===== src/rtl/ff_frame_serializer_if.sv =====
// Load handshake and framed serial outputs of ff_frame_serializer.
// The producer side uses the master modport and the serializer uses the slave modport.
interface ff_frame_serializer_if #(
    parameter int WIDTH = 8
);
    logic             load_valid;
    logic [WIDTH-1:0] load_data;
    logic             load_ready;
    logic             din;
    logic             sel;
    logic             busy;
    logic             done;

    modport master (
        output load_valid, load_data,
        input  load_ready, din, sel, busy, done
    );

    modport slave (
        input  load_valid, load_data,
        output load_ready, din, sel, busy, done
    );
endinterface


===== src/rtl/ff_frame_serializer.sv =====
// Serializes accepted words into start/data/[parity]/stop frames on din/sel for the flipflop cell.
// Define FF_SERIALIZER_PARITY_EN to add an even parity bit after the last data bit.
module ff_frame_serializer #(
    parameter int WIDTH     = 8,
    parameter bit LSB_FIRST = 1'b1
) (
    input logic                 clk,
    input logic                 reset,
    ff_frame_serializer_if.slave bus
);
    localparam int CNT_W = $clog2(WIDTH);
    localparam logic [CNT_W-1:0] LAST_BIT = CNT_W'(WIDTH - 1);

    typedef enum logic [2:0] {
        IDLE,
        START,
        DATA,
`ifdef FF_SERIALIZER_PARITY_EN
        PARITY,
`endif
        STOP
    } state_t;

    state_t             state_q, state_d;
    logic [WIDTH-1:0]   shift_q, shift_d;
    logic [CNT_W-1:0]   cnt_q, cnt_d;
    logic               sel_q, sel_d;
    logic               din_q, din_d;
    logic               busy_q, busy_d;
    logic               done_q, done_d;
`ifdef FF_SERIALIZER_PARITY_EN
    logic               parity_q, parity_d;
`endif
    logic               load_ready;
    logic               accept;

    assign load_ready = (state_q == IDLE) || (state_q == STOP);
    assign accept     = bus.load_valid && load_ready;

    always_comb begin
        // NOTE: every variable gets a default first so no path through the case infers a latch.
        state_d = state_q;
        shift_d = shift_q;
        cnt_d   = cnt_q;
`ifdef FF_SERIALIZER_PARITY_EN
        parity_d = parity_q;
`endif
        case (state_q)
            IDLE, STOP: begin
                state_d = IDLE;
                if (accept) begin
                    state_d = START;
                    shift_d = bus.load_data;
                    cnt_d   = '0;
`ifdef FF_SERIALIZER_PARITY_EN
                    parity_d = ^bus.load_data;
`endif
                end
            end
            START: state_d = DATA;
            DATA: begin
                shift_d = LSB_FIRST ? (shift_q >> 1) : (shift_q << 1);
                cnt_d   = cnt_q + CNT_W'(1);
                if (cnt_q == LAST_BIT) begin
`ifdef FF_SERIALIZER_PARITY_EN
                    state_d = PARITY;
`else
                    state_d = STOP;
`endif
                end
            end
`ifdef FF_SERIALIZER_PARITY_EN
            PARITY: state_d = STOP;
`endif
            default: state_d = IDLE;
        endcase

        // Outputs are registered from the next state so they line up with the state they describe.
        sel_d  = (state_d == START) || (state_d == DATA);
        din_d  = 1'b0;
        if (state_d == DATA) begin
            din_d = LSB_FIRST ? shift_d[0] : shift_d[WIDTH-1];
        end
`ifdef FF_SERIALIZER_PARITY_EN
        if (state_d == PARITY) begin
            sel_d = 1'b1;
            din_d = parity_d;
        end
`endif
        busy_d = (state_d != IDLE);
        done_d = (state_d == STOP);
    end

    always_ff @(posedge clk or negedge reset) begin
        if (!reset) begin
            // NOTE: the shifter and counter are reset too, so an aborted frame leaves no stale word behind.
            state_q <= IDLE;
            shift_q <= '0;
            cnt_q   <= '0;
            sel_q   <= 1'b0;
            din_q   <= 1'b0;
            busy_q  <= 1'b0;
            done_q  <= 1'b0;
`ifdef FF_SERIALIZER_PARITY_EN
            parity_q <= 1'b0;
`endif
        end else begin
            // NOTE: non-blocking assignments so every flop samples the pre-edge values of the others.
            state_q <= state_d;
            shift_q <= shift_d;
            cnt_q   <= cnt_d;
            sel_q   <= sel_d;
            din_q   <= din_d;
            busy_q  <= busy_d;
            done_q  <= done_d;
`ifdef FF_SERIALIZER_PARITY_EN
            parity_q <= parity_d;
`endif
        end
    end

    assign bus.load_ready = load_ready;
    assign bus.sel        = sel_q;
    assign bus.din        = din_q;
    assign bus.busy       = busy_q;
    assign bus.done       = done_q;
endmodule


===== src/flat_wrapper.sv =====
// flat-port wrapper written by rule: the top's interface ports become plain ports
module ff_frame_serializer_flat 
#(
    parameter int WIDTH     = 8,
    parameter bit LSB_FIRST = 1'b1
)
  (clk, reset, bus_load_valid, bus_load_data, bus_load_ready, bus_din, bus_sel, bus_busy, bus_done);
  ff_frame_serializer_if #(.WIDTH(WIDTH)) bus_i ();
  input logic clk;
  input logic reset;
  input wire logic [$bits(bus_i.load_valid)-1:0] bus_load_valid;
  input wire logic [$bits(bus_i.load_data)-1:0] bus_load_data;
  output wire logic [$bits(bus_i.load_ready)-1:0] bus_load_ready;
  output wire logic [$bits(bus_i.din)-1:0] bus_din;
  output wire logic [$bits(bus_i.sel)-1:0] bus_sel;
  output wire logic [$bits(bus_i.busy)-1:0] bus_busy;
  output wire logic [$bits(bus_i.done)-1:0] bus_done;
  assign bus_i.load_valid = bus_load_valid;
  assign bus_i.load_data = bus_load_data;
  assign bus_load_ready = bus_i.load_ready;
  assign bus_din = bus_i.din;
  assign bus_sel = bus_i.sel;
  assign bus_busy = bus_i.busy;
  assign bus_done = bus_i.done;
  ff_frame_serializer #(.WIDTH(WIDTH), .LSB_FIRST(LSB_FIRST)) u_core (.clk(clk), .reset(reset), .bus(bus_i));
endmodule

===== config.mk =====
export PLATFORM = sky130hd
export DESIGN_NAME = ff_frame_serializer_flat
export DESIGN_NICKNAME = d
export VERILOG_FILES = /design/src/rtl/ff_frame_serializer_if.sv /design/src/rtl/ff_frame_serializer.sv /design/src/flat_wrapper.sv
export SDC_FILE = /design/constraint.sdc
export NUM_CORES = 1
export LEC_CHECK = 0
export ABC_AREA = 1
export BUFFER_PORTS_ARGS = -buffer_cell sky130_fd_sc_hd__buf_2
export CORE_UTILIZATION = 50
export DETAILED_ROUTE_END_ITERATION = 8
export GPL_ROUTABILITY_DRIVEN = 0
export PLACE_DENSITY = 0.73
export SKIP_CTS_REPAIR_TIMING = 1
export SYNTH_ARGS = -nofsm -noshare
export SYNTH_HDL_FRONTEND = slang
export SYNTH_SLANG_ARGS = --single-unit

===== constraint.sdc =====
create_clock -name clk -period 4 [get_ports clk]
set_input_delay 0.8 -clock clk [delete_from_list [all_inputs] [get_ports clk]]
set_output_delay 0.8 -clock clk [all_outputs]
set_load 0.02 [all_outputs]

After elaboration in Yosys (flattened, before gate mapping). Index checks and enable logic that the tools add are counted.

Bits in registers: 18. Input port bits: 11.

Mux-type cells: 8. Equality and inequality tests: 8. Reduce and logical (&&, ||, !) cells: 8. Add/subtract/negate cells: 1.

Operators by type and width (count): 8-bit case mux with 2 select lines (1); 3-bit by 2-bit == test with 1-bit output, second input constant (4); 3-bit case mux with 3 select lines (1); 8-bit two-way mux (1); 3-bit by 1-bit == test with 1-bit output, second input constant (2); 3-bit two-way mux (2); 3-bit case mux with 2 select lines (1); 3-bit by 1-bit adder with 3-bit output, second input constant (1); 3-bit == test, second input constant (1); 3-bit logical NOT (1); 3-bit nonzero test (1); 1-bit logical OR (2); 1-bit two-way mux (2); 2-bit by 1-bit != test with 1-bit output, second input constant (1); 2-bit AND reduction (1); 2-bit nonzero test (1); 2-bit OR reduction (1); 1-bit logical AND (1).

Logic depth before layout (Yosys ltp).
Depth after elaboration: 7. Gate-level depth with buffers: 7.

Least setup slack after synthesis. Ideal clock, no wire load.

Path type: register to output. From: reg u_core.state_q[0]. To: out bus_load_ready. Data required time: 3200 ps. Arrival time: 752 ps. Buffers on the path: 0. Stages on the path, launching flop included: 4. Path slack: 2448 ps. Cells stage by stage: dfrtp_1 nor2_1 nand2_2 nand2_4.

Cells in the longest elaborated chain, start to end: 2. Elaborated cells between the ends (all ways): 3. Those cells by class: eq/ne (1); reduce/logical (2).

Ends and longest elaborated chain: from (decl) (RTL line ff_frame_serializer.sv:24) `state_t state_q, state_d;`; from (signal assigned) (RTL line ff_frame_serializer.sv:109) `state_q <= state_d;`; 3-bit by 2-bit == test with 1-bit output / 3-bit logical NOT (equally long branches) (RTL line ff_frame_serializer.sv:37) `assign load_ready = (state_q == IDLE) || (state_q == STOP);`; 1-bit logical OR (*) (RTL line ff_frame_serializer.sv:37); to (decl) (RTL line flat_wrapper.sv:13) `output wire logic [$bits(bus_i.load_ready)-1:0] bus_load_ready;`.

Mark *: on every way between the ends. The rest lies on a longest branch, timed or not.

Final worst setup path. Same ends and word-level chain as after synthesis.

==> flow_summary.json <==
{
  "status": "finished, violations left",
  "violations": "DRC",
  "skew_ns": 0.005952,
  "finalHoldViolations": 0,
  "drtIter0Drc": 31,
  "drv_cap": 0,
  "synth-edff-count": 0,
  "seq_area_frac_synth": 0.5099,
  "fp-row-count": 14,
  "synth_seq_cells": 18,
  "antenna_found_initial": 0,
  "power_density_mw_per_mm2": 438.3,
  "crit_path_end_kind": "output pin",
  "finalWorstSetupSlack_ns": 1.918,
  "cts_buffers": 3,
  "antenna_cells": 0,
  "tns_ns": 0,
  "core_area_mm2": 0.001577,
  "peakVddDrop_uv": 218.6,
  "yosysMostFrequentCell": "nand2_1",
  "cp.arrival_ns": 1.28,
  "die_area_mm2": 0.001939,
  "initial_utilization": 0.5603,
  "cp_max_fo": 9,
  "dp_cells": 132,
  "hold_class": "in -> async",
  "setup_viol": 0,
  "period_minus_slack_ns": 2.082,
  "clk_latency_ns": 0.30,
  "synthTopCellsByArea": "dfrtp_1 51%, nand2_1 12%, nand3_1 11%",
  "cp.required_ns": 3.20,
  "startpoint": "u_core.state_q[0]",
  "die_y_um": 44.03,
  "grt_usage": 0.1912,
  "pin_count": 16,
  "crit_type": "reg -> out",
  "io_buffers": 15,
  "startpoint_type": "flip-flop",
  "routed_wl_um": 1555,
  "clockBufferDepth": 2,
  "r2r-start": "u_core.cnt_q[0]",
  "clock.fmax_ghz": 0.4802,
  "post-route-period-util": 0.5206,
  "grt_max_degree": 19,
  "drt_first_pass_iters": 6,
  "leakage_nw": 0.5767,
  "drc": 2,
  "gr-total-overflow": 0,
  "rsz0062_at_grt": "false",
  "synthCells": 104,
  "viasPerCell": 4.985,
  "ys_types": 18,
  "ys_async_sr_fraction": 1.000,
  "grt_pass1_wl_um": 2628,
  "vias": 678,
  "synth.avg_cell_area_um2": 8.494,
  "synth_top_cell_area_share": 0.5099,
  "ant_nets": 0,
  "htree_levels": 1,
  "netlist_top_cells_count": "29 x nand2_1, 19 x nand3_1, 18 x dfrtp_1",
  "fin_nets": 134,
  "cts_sinks": 18,
  "yosys_warnings": 0,
  "dp_hpwl_um": 1133,
  "synthFlopType": "dfrtp_1",
  "clk_pin_slew_ns": 0.11,
  "drive_above_1_share": 0.2583,
  "synth_top_area_cell": "dfrtp_1",
  "synth_nets": 117,
  "syn_to_final_growth_pct": 11.76,
  "die_x_um": 44.03,
  "first_global_vias": 635,
  "pre_cts_slack_ns": 2.248,
  "synth_area_um2": 883.3,
  "post_drt_wl_per_cell_um": 11.43,
  "slew_viol_final": 0,
  "tritoncts": "built",
  "cts_root_buffer": "clkbuf_4",
  "finalNonFillerCells": 136
}
metal layers:
metal,GRT usage,share of wire
met4,0.1152,0.020
met3,0.04898,0.042
met2,0.3029,0.46
met5,0,0
met1,0.2345,0.47
cells by family (layout without fill, tap and decap cells):
kind of cell	Yosys count	count (layout)	share of synthesized area
AO/OA/AOI/OAI	3	3	0.02549
flip-flops	18	18	0.5099
AND/OR/NAND/NOR	63	63	0.3414
adder cells (fa/ha/maj)	2	2	0.02832
other	1	1	0.004245
buffers and inverters	17	33	0.09064
through the flow:
step                      area, µm²  hold WS [ns]  utilization  total power, W
after global placement        950.9        0.4797       0.6032       0.0003186
after floorplan               883.3        0.4622            -       0.0002985
final                         987.2        0.4103       0.6262       0.0004327
after detailed placement      950.9        0.4926       0.6032       0.0003234
after global routing          987.2        0.4300       0.6262       0.0004628
after CTS                     987.2        0.4211       0.6262       0.0004360
worst max-delay path, stage by stage (launching register included):
cell and delay [ns]:
dfrtp_1 0.46, nor2_1 0.16, nand2_2 0.08, nand2_4 0.11, buf_2 0.18
sequential cells by signal (all words and copies together), names as in the netlist:
name,cells
u_core.bus.done,1
u_core.bus.busy,1
u_core.bus.sel,1
u_core.cnt_q,3
u_core.bus.din,1
u_core.shift_q,8
u_core.state_q,3
area by class of cell:
| type | instances | area (µm²) |
|---|---|---|
| inverter | 14 | 52.55 |
| multi-input combinational | 69 | 352.8 |
| tap | 16 | 20.02 |
| fill | 134 | 589.3 |
| sequential | 18 | 450.4 |
| clock buffer | 4 | 36.28 |
| timing repair buffer | 15 | 75.07 |
report_power, final:
part	total [W]	internal, W	switching (W)
logic	0.0000843	0.0000322	0.0000521
clock network	0.000115	0.0000556	0.0000593
registers	0.000234	0.000214	0.0000197
total	0.000433	0.000302	0.000131
layout by cell type, fill, tap and decap left out:
master	synthesis	final
clkbuf_8	0	1
nand2_2	3	3
or2_1	1	1
dfrtp_1	18	18
a21oi_1	1	1
nor2_1	6	6
nand4_1	1	1
inv_2	3	3
inv_1	11	11
clkbuf_4	0	3
conb_1	1	1
buf_2	1	15
nand3_1	19	19
o21ai_2	2	2
nor2_4	1	1
nand2_1	29	29
nand3_2	1	1
nand2_4	2	2
ha_1	2	2
worst paths after layout:
path	endpoint	slack, ns	cells after the start
max in group asynchronous	u_core.bus.din	3.30	1
min in group clk	u_core.cnt_q[0]	0.50	1
setup reg to reg	u_core.bus.busy	2.63	5
setup / recovery	bus_load_ready	1.92	4
hold reg to reg	u_core.cnt_q[0]	0.50	1
hold / removal	u_core.shift_q[1]	0.41	1
No activity file was read; power rests on OpenSTA's default activity.
